File: src/rtl/wave_serializer_if.sv
// Sample push handshake and serial audio output bundle for wave_serializer.
// The master side feeds samples; the slave side is the serializer.
interface wave_serializer_if #(
    parameter int WAVE_DEPTH = 8
);
    logic [WAVE_DEPTH-1:0] SampleIn;
    logic                  SampleValid;
    logic                  SampleReady;
    logic                  BitClock;
    logic                  WordSelect;
    logic                  SerialData;
    logic                  Underrun;

    modport master (
        output SampleIn, SampleValid,
        input  SampleReady, BitClock, WordSelect, SerialData, Underrun
    );

    modport slave (
        input  SampleIn, SampleValid,
        output SampleReady, BitClock, WordSelect, SerialData, Underrun
    );
endinterface

File: src/rtl/wave_serializer.sv
// FIFO-buffered mono sample serializer: MSB-first, left then right slot, continuous frames.
// Define UNDERRUN_HOLD_EN to repeat the last sample on underrun instead of sending midscale.
module wave_serializer #(
    parameter int WAVE_DEPTH = 8,
    parameter int FIFO_DEPTH = 4,
    parameter int CLK_DIV    = 2
) (
    input  logic               Clock,
    input  logic               Reset,
    wave_serializer_if.slave   bus
);
    localparam int PTR_W = $clog2(FIFO_DEPTH);
    localparam int CNT_W = PTR_W + 1;
    localparam int DIV_W = $clog2(2 * CLK_DIV);
    localparam int BIT_W = $clog2(2 * WAVE_DEPTH);
    localparam logic [DIV_W-1:0]      DIV_LAST = DIV_W'(2 * CLK_DIV - 1);
    localparam logic [DIV_W-1:0]      DIV_HALF = DIV_W'(CLK_DIV);
    localparam logic [BIT_W-1:0]      BIT_LAST = BIT_W'(2 * WAVE_DEPTH - 1);
    localparam logic [BIT_W-1:0]      BIT_HALF = BIT_W'(WAVE_DEPTH);
    localparam logic [CNT_W-1:0]      CNT_FULL = CNT_W'(FIFO_DEPTH);
    localparam logic [WAVE_DEPTH-1:0] MIDSCALE = {1'b1, {(WAVE_DEPTH-1){1'b0}}};

    typedef enum logic [0:0] {IDLE = 1'b0, SHIFT = 1'b1} state_t;

    state_t                  state_r;
    logic [WAVE_DEPTH-1:0]   mem_r [FIFO_DEPTH];
    logic [PTR_W-1:0]        wr_ptr_r, rd_ptr_r;
    logic [CNT_W-1:0]        count_r;
    logic [DIV_W-1:0]        div_cnt_r, div_nxt_s;
    logic [BIT_W-1:0]        bit_cnt_r, bit_nxt_s, slot_s;
    logic [WAVE_DEPTH-1:0]   sample_r, sample_nxt_s, shl_s, fill_s;
    logic                    bit_clock_r, word_select_r, serial_data_r, underrun_r;
    logic                    ready_s, empty_s, push_s, pop_s, underrun_s, shift_nxt_s;

`ifdef UNDERRUN_HOLD_EN
    logic [WAVE_DEPTH-1:0]   last_r;
    assign fill_s = last_r;
`else
    assign fill_s = MIDSCALE;
`endif

    assign ready_s         = (count_r != CNT_FULL);
    assign empty_s         = (count_r == '0);
    assign push_s          = bus.SampleValid & ready_s;
    assign bus.SampleReady = ready_s;
    assign bus.BitClock    = bit_clock_r;
    assign bus.WordSelect  = word_select_r;
    assign bus.SerialData  = serial_data_r;
    assign bus.Underrun    = underrun_r;

    // Next divider/bit/sample values and the pop/underrun decision for this cycle
    always_comb begin
        pop_s        = 1'b0;
        underrun_s   = 1'b0;
        div_nxt_s    = div_cnt_r;
        bit_nxt_s    = bit_cnt_r;
        sample_nxt_s = sample_r;
        shift_nxt_s  = 1'b0;
        case (state_r)
            IDLE: begin
                if (!empty_s) begin
                    pop_s        = 1'b1;
                    sample_nxt_s = mem_r[rd_ptr_r];
                    div_nxt_s    = '0;
                    bit_nxt_s    = '0;
                    shift_nxt_s  = 1'b1;
                end else begin
                    shift_nxt_s  = 1'b0;
                end
            end
            SHIFT: begin
                shift_nxt_s = 1'b1;
                if (div_cnt_r == DIV_LAST) begin
                    div_nxt_s = '0;
                    if (bit_cnt_r == BIT_LAST) begin
                        bit_nxt_s = '0;
                        if (!empty_s) begin
                            pop_s        = 1'b1;
                            sample_nxt_s = mem_r[rd_ptr_r];
                        end else begin
                            underrun_s   = 1'b1;
                            sample_nxt_s = fill_s;
                        end
                    end else begin
                        bit_nxt_s = bit_cnt_r + BIT_W'(1);
                    end
                end else begin
                    div_nxt_s = div_cnt_r + DIV_W'(1);
                end
            end
            default: begin
                shift_nxt_s = 1'b0;
            end
        endcase
    end

    // Both slots carry the same sample, so the bit position restarts at the right slot
    always_comb begin
        if (bit_nxt_s >= BIT_HALF) begin
            slot_s = bit_nxt_s - BIT_HALF;
        end else begin
            slot_s = bit_nxt_s;
        end
        shl_s = sample_nxt_s << slot_s;
    end

    // Sample storage write port
    always_ff @(posedge Clock) begin
        if (push_s) begin
            mem_r[wr_ptr_r] <= bus.SampleIn;
        end
    end

    // FIFO pointers and occupancy
    always_ff @(posedge Clock or negedge Reset) begin
        if (!Reset) begin
            wr_ptr_r <= '0;
            rd_ptr_r <= '0;
            count_r  <= '0;
        end else begin
            if (push_s) begin
                wr_ptr_r <= wr_ptr_r + PTR_W'(1);
            end
            if (pop_s) begin
                rd_ptr_r <= rd_ptr_r + PTR_W'(1);
            end
            case ({push_s, pop_s})
                2'b10:   count_r <= count_r + CNT_W'(1);
                2'b01:   count_r <= count_r - CNT_W'(1);
                default: count_r <= count_r;
            endcase
        end
    end

    // Serializer FSM, counters and registered serial outputs
    always_ff @(posedge Clock or negedge Reset) begin
        if (!Reset) begin
            state_r       <= IDLE;
            div_cnt_r     <= '0;
            bit_cnt_r     <= '0;
            sample_r      <= '0;
            bit_clock_r   <= 1'b0;
            word_select_r <= 1'b0;
            serial_data_r <= 1'b0;
            underrun_r    <= 1'b0;
        end else begin
            case (state_r)
                IDLE:    state_r <= empty_s ? IDLE : SHIFT;
                SHIFT:   state_r <= SHIFT;
                default: state_r <= IDLE;
            endcase
            div_cnt_r     <= div_nxt_s;
            bit_cnt_r     <= bit_nxt_s;
            sample_r      <= sample_nxt_s;
            bit_clock_r   <= shift_nxt_s & (div_nxt_s >= DIV_HALF);
            word_select_r <= shift_nxt_s & (bit_nxt_s >= BIT_HALF);
            serial_data_r <= shift_nxt_s & shl_s[WAVE_DEPTH-1];
            underrun_r    <= underrun_s;
        end
    end

`ifdef UNDERRUN_HOLD_EN
    // Remember the most recently popped sample for underrun frames
    always_ff @(posedge Clock or negedge Reset) begin
        if (!Reset) begin
            last_r <= '0;
        end else if (pop_s) begin
            last_r <= sample_nxt_s;
        end else begin
            last_r <= last_r;
        end
    end
`endif

endmodule

File: src/flat_wrapper.sv
// flat-port wrapper written by rule: the top's interface ports become plain ports
module wave_serializer_flat 
#(
    parameter int WAVE_DEPTH = 8,
    parameter int FIFO_DEPTH = 4,
    parameter int CLK_DIV    = 2
)
  (Clock, Reset, bus_SampleIn, bus_SampleValid, bus_SampleReady, bus_BitClock, bus_WordSelect, bus_SerialData, bus_Underrun);
  wave_serializer_if #(.WAVE_DEPTH(WAVE_DEPTH)) bus_i ();
  input  logic Clock;
  input  logic Reset;
  input wire logic [$bits(bus_i.SampleIn)-1:0] bus_SampleIn;
  input wire logic [$bits(bus_i.SampleValid)-1:0] bus_SampleValid;
  output wire logic [$bits(bus_i.SampleReady)-1:0] bus_SampleReady;
  output wire logic [$bits(bus_i.BitClock)-1:0] bus_BitClock;
  output wire logic [$bits(bus_i.WordSelect)-1:0] bus_WordSelect;
  output wire logic [$bits(bus_i.SerialData)-1:0] bus_SerialData;
  output wire logic [$bits(bus_i.Underrun)-1:0] bus_Underrun;
  assign bus_i.SampleIn = bus_SampleIn;
  assign bus_i.SampleValid = bus_SampleValid;
  assign bus_SampleReady = bus_i.SampleReady;
  assign bus_BitClock = bus_i.BitClock;
  assign bus_WordSelect = bus_i.WordSelect;
  assign bus_SerialData = bus_i.SerialData;
  assign bus_Underrun = bus_i.Underrun;
  wave_serializer #(.WAVE_DEPTH(WAVE_DEPTH), .FIFO_DEPTH(FIFO_DEPTH), .CLK_DIV(CLK_DIV)) u_core (.Clock(Clock), .Reset(Reset), .bus(bus_i));
endmodule
File: config.mk
export PLATFORM = sky130hd
export DESIGN_NAME = wave_serializer_flat
export DESIGN_NICKNAME = d
export VERILOG_FILES = /design/src/rtl/wave_serializer_if.sv /design/src/rtl/wave_serializer.sv /design/src/flat_wrapper.sv
export SDC_FILE = /design/constraint.sdc
export NUM_CORES = 1
export LEC_CHECK = 0
export ABC_AREA = 1
export BUFFER_PORTS_ARGS = -buffer_cell sky130_fd_sc_hd__buf_2
export CORE_UTILIZATION = 35
export CTS_CLUSTER_SIZE = 16
export DETAILED_ROUTE_END_ITERATION = 7
export HOLD_SLACK_MARGIN = 0.05
export SLEW_MARGIN = 10
export SYNTH_ARGS = -nofsm -noshare
export SYNTH_HDL_FRONTEND = slang
export SYNTH_SLANG_ARGS = --single-unit
File: constraint.sdc
create_clock -name Clock -period 2.58 [get_ports Clock]
set_input_delay 0.387 -clock Clock [delete_from_list [all_inputs] [get_ports Clock]]
set_output_delay 0.387 -clock Clock [all_outputs]
set_load 0.02 [all_outputs]
Yosys cells after proc, flatten, opt, wreduce, memory -nomap -nowiden
Memories as Yosys holds them, arrays and structs flattened.
Cells that the tools add are included.
- add/sub/neg operators: 7
- magnitude comparators: 2
- equality and inequality tests: 5
- shifts and indexed selects: 1
- multiplexer cells: 25
- bitwise gates (word level): 5
- reduce and logical (&&, ||, !) cells: 2
- operators by type and width (operator ; count):
    $mux W8 ; 4
    $mux W4 ; 4
    $pmux W8 S2 ; 1
    $mux W1 ; 9
    $pmux W4 S2 ; 1
    $shl A8 B4 Y8 ; 1
    $add A2 B1 Y2 const B ; 3
    $pmux W3 S2 ; 1
    $add A4 B1 Y4 const B ; 1
    $and A1 B1 Y1 ; 4
    $eq A2 B2 Y1 const B ; 2
    $eq A4 B4 Y1 const B ; 1
    $ge A4 B4 Y1 const B ; 1
    $mux W2 ; 2
    $pmux W1 S2 ; 2
    $pmux W2 S2 ; 1
    $sub A4 B4 Y4 const B ; 1
    $add A3 B1 Y3 const B ; 1
    $logic_not A3 Y1 ; 1
    $ne A3 B3 Y1 const B ; 1
    $sub A3 B1 Y3 const B ; 1
    $eq A2 B1 Y1 const B ; 1
    $ge A2 B2 Y1 const B ; 1
    $reduce_bool A2 Y1 ; 1
    $not A1 Y1 ; 1
- register bits after elaboration: 26
- memory bits (writable): 32
- input bits: 11
- output and inout port bits: 5
- word-level logic and storage cells: 59
- memories: 1
- memory list (name ; words ; bits a word ; rd ports ; clocked after Yosys merged registers in ; wr ports ; RTL line ; RTL):
    u_core.mem_r ; 4 ; 8 ; 1 ; 0 ; 1 ; wave_serializer.sv:26 ; logic [WAVE_DEPTH-1:0] mem_r [FIFO_DEPTH];

Depth between registers and ports, before layout
- word-level depth: 8
- gate-level depth with buffers: 13
- mapped depth without buffers: 13

Least setup slack after synthesis
No wires, ideal clock.
- path kind: reg2reg
- start point: register u_core.bit_cnt_r[0]
- end point: register u_core.count_r[2]
- library setup time: 0.131 ns
- arrival time: 1.947 ns
- required time: 2.449 ns
- slack: 0.502 ns
- cell stages (with the launch flop): 12
- path buffers: 0
- clock period less this slack: 2.078 ns
- cell sequence: dfrtp_1 -> ha_1 -> nand2_1 -> nor2_2 -> nor2_4 -> nor2_8 -> ha_1 -> inv_1 -> fa_1 -> a21oi_1 -> o21ai_0 -> xor2_1
- cells in the longest elaborated chain, start to end: 6
- elaborated cells between the ends (all ways): 8
- classes of those cells: eq/ne (3); mux (4); reduce/logical (1)
- RTL lines (element ; RTL line ; RTL):
    from (decl) ; wave_serializer.sv:30 ; logic [BIT_W-1:0] bit_cnt_r, bit_nxt_s, slot_s;
    from (signal assigned) ; wave_serializer.sv:153 ; bit_cnt_r <= bit_nxt_s;
    $eq A4 B4 Y1 (*) ; wave_serializer.sv:75 ; if (bit_cnt_r == BIT_LAST) begin
    $mux W1 (*) ; wave_serializer.sv:75 ;
    $mux W1 (*) ; wave_serializer.sv:73 ; if (div_cnt_r == DIV_LAST) begin
    $pmux W1 S2 (*) ; wave_serializer.sv:59 ; case (state_r)
    $eq A2 B1 Y1 or $eq A2 B2 Y1 (tied branches) ; wave_serializer.sv:127 ; case ({push_s, pop_s})
    $pmux W3 S2 or $reduce_bool A2 Y1 (tied branches) ; -- ;
    to (signal assigned) ; wave_serializer.sv:128 ; 2'b10: count_r <= count_r + CNT_W'(1);
    to (signal assigned) ; wave_serializer.sv:129 ; 2'b01: count_r <= count_r - CNT_W'(1);
    to (signal assigned) ; wave_serializer.sv:130 ; default: count_r <= count_r;
    to (decl) ; wave_serializer.sv:28 ; logic [CNT_W-1:0] count_r;
Every way passes the cells marked *; elsewhere a longest branch is shown, timed or not.
A chain may end at the register's enable or synchronous reset.

Final worst setup path
Same ends and word-level chain as after synthesis.

==> impl_results.md <==
* CTS tree: yes
* Crit path DAT at 2.46 ns
* Clock transition at path regs at 0.06 ns
* Final Critical Period at 2.25 ns
* Setup violators final at 0
* End of the critical path: u_core.count_r[2]
* CP startpoint: u_core.bit_cnt_r[0]
* RR Startpoint: u_core.bit_cnt_r[0]
* Startpoint Class: register
* Mapped Cells at 252
* Post-layout util at 0.415
* Max-slew violations at 0
* Worst R2R End: u_core.count_r[2]
* Routability Congestion at 0.760
* DP HPWL at 3270 µm
* Cell Chain, Critical Path: ha_1 > nand2_1 > nor2_2 > nor2_4 > nor2_8 > ha_1 > inv_1 > fa_1 > a21oi_1 > o21ai_0 > xor2_1
* Pwr dens at 778 mW/mm²
* Slew of the pin with the lowest slew margin at 0.599 ns
* DRC at 0
* Sequential power share at 0.510
* Post-synthesis cell area at 0.00260 mm²
* Worst rel slew slack at 0.601
* Clock Latency Late Sink at 0.33 ns
* Fin Clk Skew at 0.00447 ns
* Slowest cell on crit path: dfrtp_1
* Clk pwr share at 0.330
* Place WS at 0.342 ns
* Wire per inst at 12.6 µm
* Crit Path Max Fanout at 8
* Largest net degree at the start of global routing at 27
* CP dominant cell by count: ha_1
* Gate power share at 0.160
* Internal power at 1690 µW
* First-pass GRT wire length at 8060 µm
* Vias at 1,731
* Clock Path Buffers at 2
* Synth cell count leaders: 72 x nand2_1, 32 x edfxtp_1, 26 x dfrtp_1
* Die W at 88.2 µm
* Ys flop type: edfxtp_1
* Layout cells sized above 1 at 0.201
* Final setup margin at 0.333 ns
* Die Footprint at 0.00778 mm²
* Total of max-cap violations at 0
* Worst Path Required at 2.79 ns
* Distinct cells, synth at 27
* Fraction of registers with async set/reset at 0.448
* R2R setup slack at 0.33 ns
* RSZ-0062 raised after global routing: no
* Psw at 636 µW
* Critical path class: register to register
* Vias/cell at 4.53
* Total wire length at 4800 µm
* Mapped Avg Cell Area at 10.3 µm²
* Gr usage total at 0.144
* # resized after CTS at 0
* Final hold vios at 0
* # hold bufs at CTS at 0
* Root Driver: clkbuf_8
* Status: complete, no violations
* CP peak stage delay at 0.41 ns
* Area delta synth->final at 15.1%
* Grt total ovfl at 0
* Initial Util at 0.360
* YS warnings at 0
* Starting DRT DRC Count at 106
* Seq/Total Area, Yosys at 0.620
* Post-CTS Setup Repair Bufs at 0
* Finished Layout Cells at 382
* Nets@finish at 298
* Worst hold slack at 0.0619 ns
* Most common cell in the netlist: nand2_1
* Fin crit share at 0.871
* Total CTS buffers at 9
* H-Tree Depth at 3
* Die H at 88.2 µm
* Setup total negative slack at 0 ns
* Yosys top cell area share at 0.370
* Placed cells at 367
* R2R depth at 11
* CTS Sinks at 58
* Leak at 0.00135 µW
* Core Rows at 31
* Ant diodes at 0
* Hold crit path type: input port to async pin
* Synth area leader: edfxtp_1
* Drt first pass iters at 4
* Sw Ratio at 0.273
* Main area contributors after synthesis: edfxtp_1 37%, dfrtp_1 25%, nand2_1 10%
* Post-synth EDFFs at 32
* Vias in the first global route at 1,729
* Net Count, Synth at 271
* Post-route ant nets at 0
* PortBufs at 15
* CP endpoint kind: register
* VDD IR max at 0.301 mV
* Fmax at 445 MHz
* #FFs+latches synth at 58
* Top Ports at 16
* Core area at 0.00721 mm²
* Initial antenna violation count at 0
[worst max-delay path, delay by kind of cell (launching register included)]
family / cells / cell delay, ns
xor gates and xnor gates: 1 / 0.15
AOI/OAI and AO/OA: 2 / 0.26
and+or+nand+nor: 4 / 0.47
adders and majority gates: 3 / 0.78
buffers and inverters: 1 / 0.06
DFF: 1 / 0.41
[power by group through the flow]
stage	Sequential (µW)	Combinational [µW]	Clock (µW)
finish	1190	372	767
detailed placement	1210	378	0
global placement	1200	370	0
global route	1200	431	831
CTS	1190	380	788
floorplan	1200	255	0
[how the worst min path moves through the flow]
| stage | to | startpoint | slack [ns] |
|---|---|---|---|
| finish | u_core.bit_cnt_r[3] | Reset | 0.06 |
| CTS | u_core.sample_r[1] | Reset | 0.06 |
| floorplan | u_core.bit_cnt_r[0] | Reset | 0.09 |
| global route | u_core.sample_r[1] | Reset | 0.1 |
| global placement | u_core.bus.WordSelect | Reset | 0.43 |
| detailed placement | u_core.bus.WordSelect | Reset | 0.43 |
[cell usage in the layout (no fill, tap or decap)]
cell	count
nor2_4	3
clkinv_1	1
dfrtp_1	26
xnor2_1	1
inv_2	5
ha_1	7
xor2_1	4
and2_1	1
nand4_1	1
o21ai_0	7
nor2_1	20
fa_1	1
nor4_1	1
edfxtp_1	32
nand3_4	1
or2_0	1
a21oi_1	4
bufinv_16	1
clkinv_2	2
nand3_1	19
inv_1	22
nand2_1	72
clkbuf_8	9
nand2_2	10
o21ai_1	2
buf_2	15
o22ai_1	1
nor2_2	2
clkbuf_1	2
or2_1	1
o21ai_2	3
buf_4	5
nor2_8	1
[flip-flops by register name (all words and copies together), names as in the netlist, 2 cells and up]
name and cells:
u_core.bit_cnt_r 4, u_core.count_r 3, u_core.div_cnt_r 2, u_core.mem_r 32
u_core.rd_ptr_r 2, u_core.sample_r 8, u_core.wr_ptr_r 2
[metrics by stage]
| step | total power (µW) | area (µm²) |
|---|---|---|
| 4_1_cts | 2360 | 2990 |
| 3_5_place_dp | 1580 | 2820 |
| 2_1_floorplan | 1450 | 2600 |
| 6_report | 2330 | 2990 |
| 5_1_grt | 2460 | 2990 |
| 3_3_place_gp | 1570 | 2820 |
[layout make-up]
class | instances | area [µm²]
fillers | 724 | 4220
flip-flops and latches | 58 | 1610
multi-input cells | 163 | 867
clock buffers | 11 | 131
well taps | 99 | 124
repair buffers | 20 | 113
inverters | 27 | 101
clock inverters | 4 | 43.8
[metal layers]
metal,up-vias,share of wire,global-route usage
li1,865,-,-
met1,833,0.49,0.183
met2,25,0.45,0.219
met3,8,0.034,0.0481
met4,0,0.023,0.0762
met5,-,0,0
[logic make-up after synthesis]
| logic type | after synthesis | share of synthesized area |
|---|---|---|
| compound gates | 17 | 0.0375 |
| xor+xnor | 5 | 0.0168 |
| fa+ha+maj | 8 | 0.0414 |
| buf+inv | 31 | 0.0467 |
| flops | 58 | 0.620 |
| simple gates | 133 | 0.238 |
Note: power is estimated with default switching activity, not from simulation.
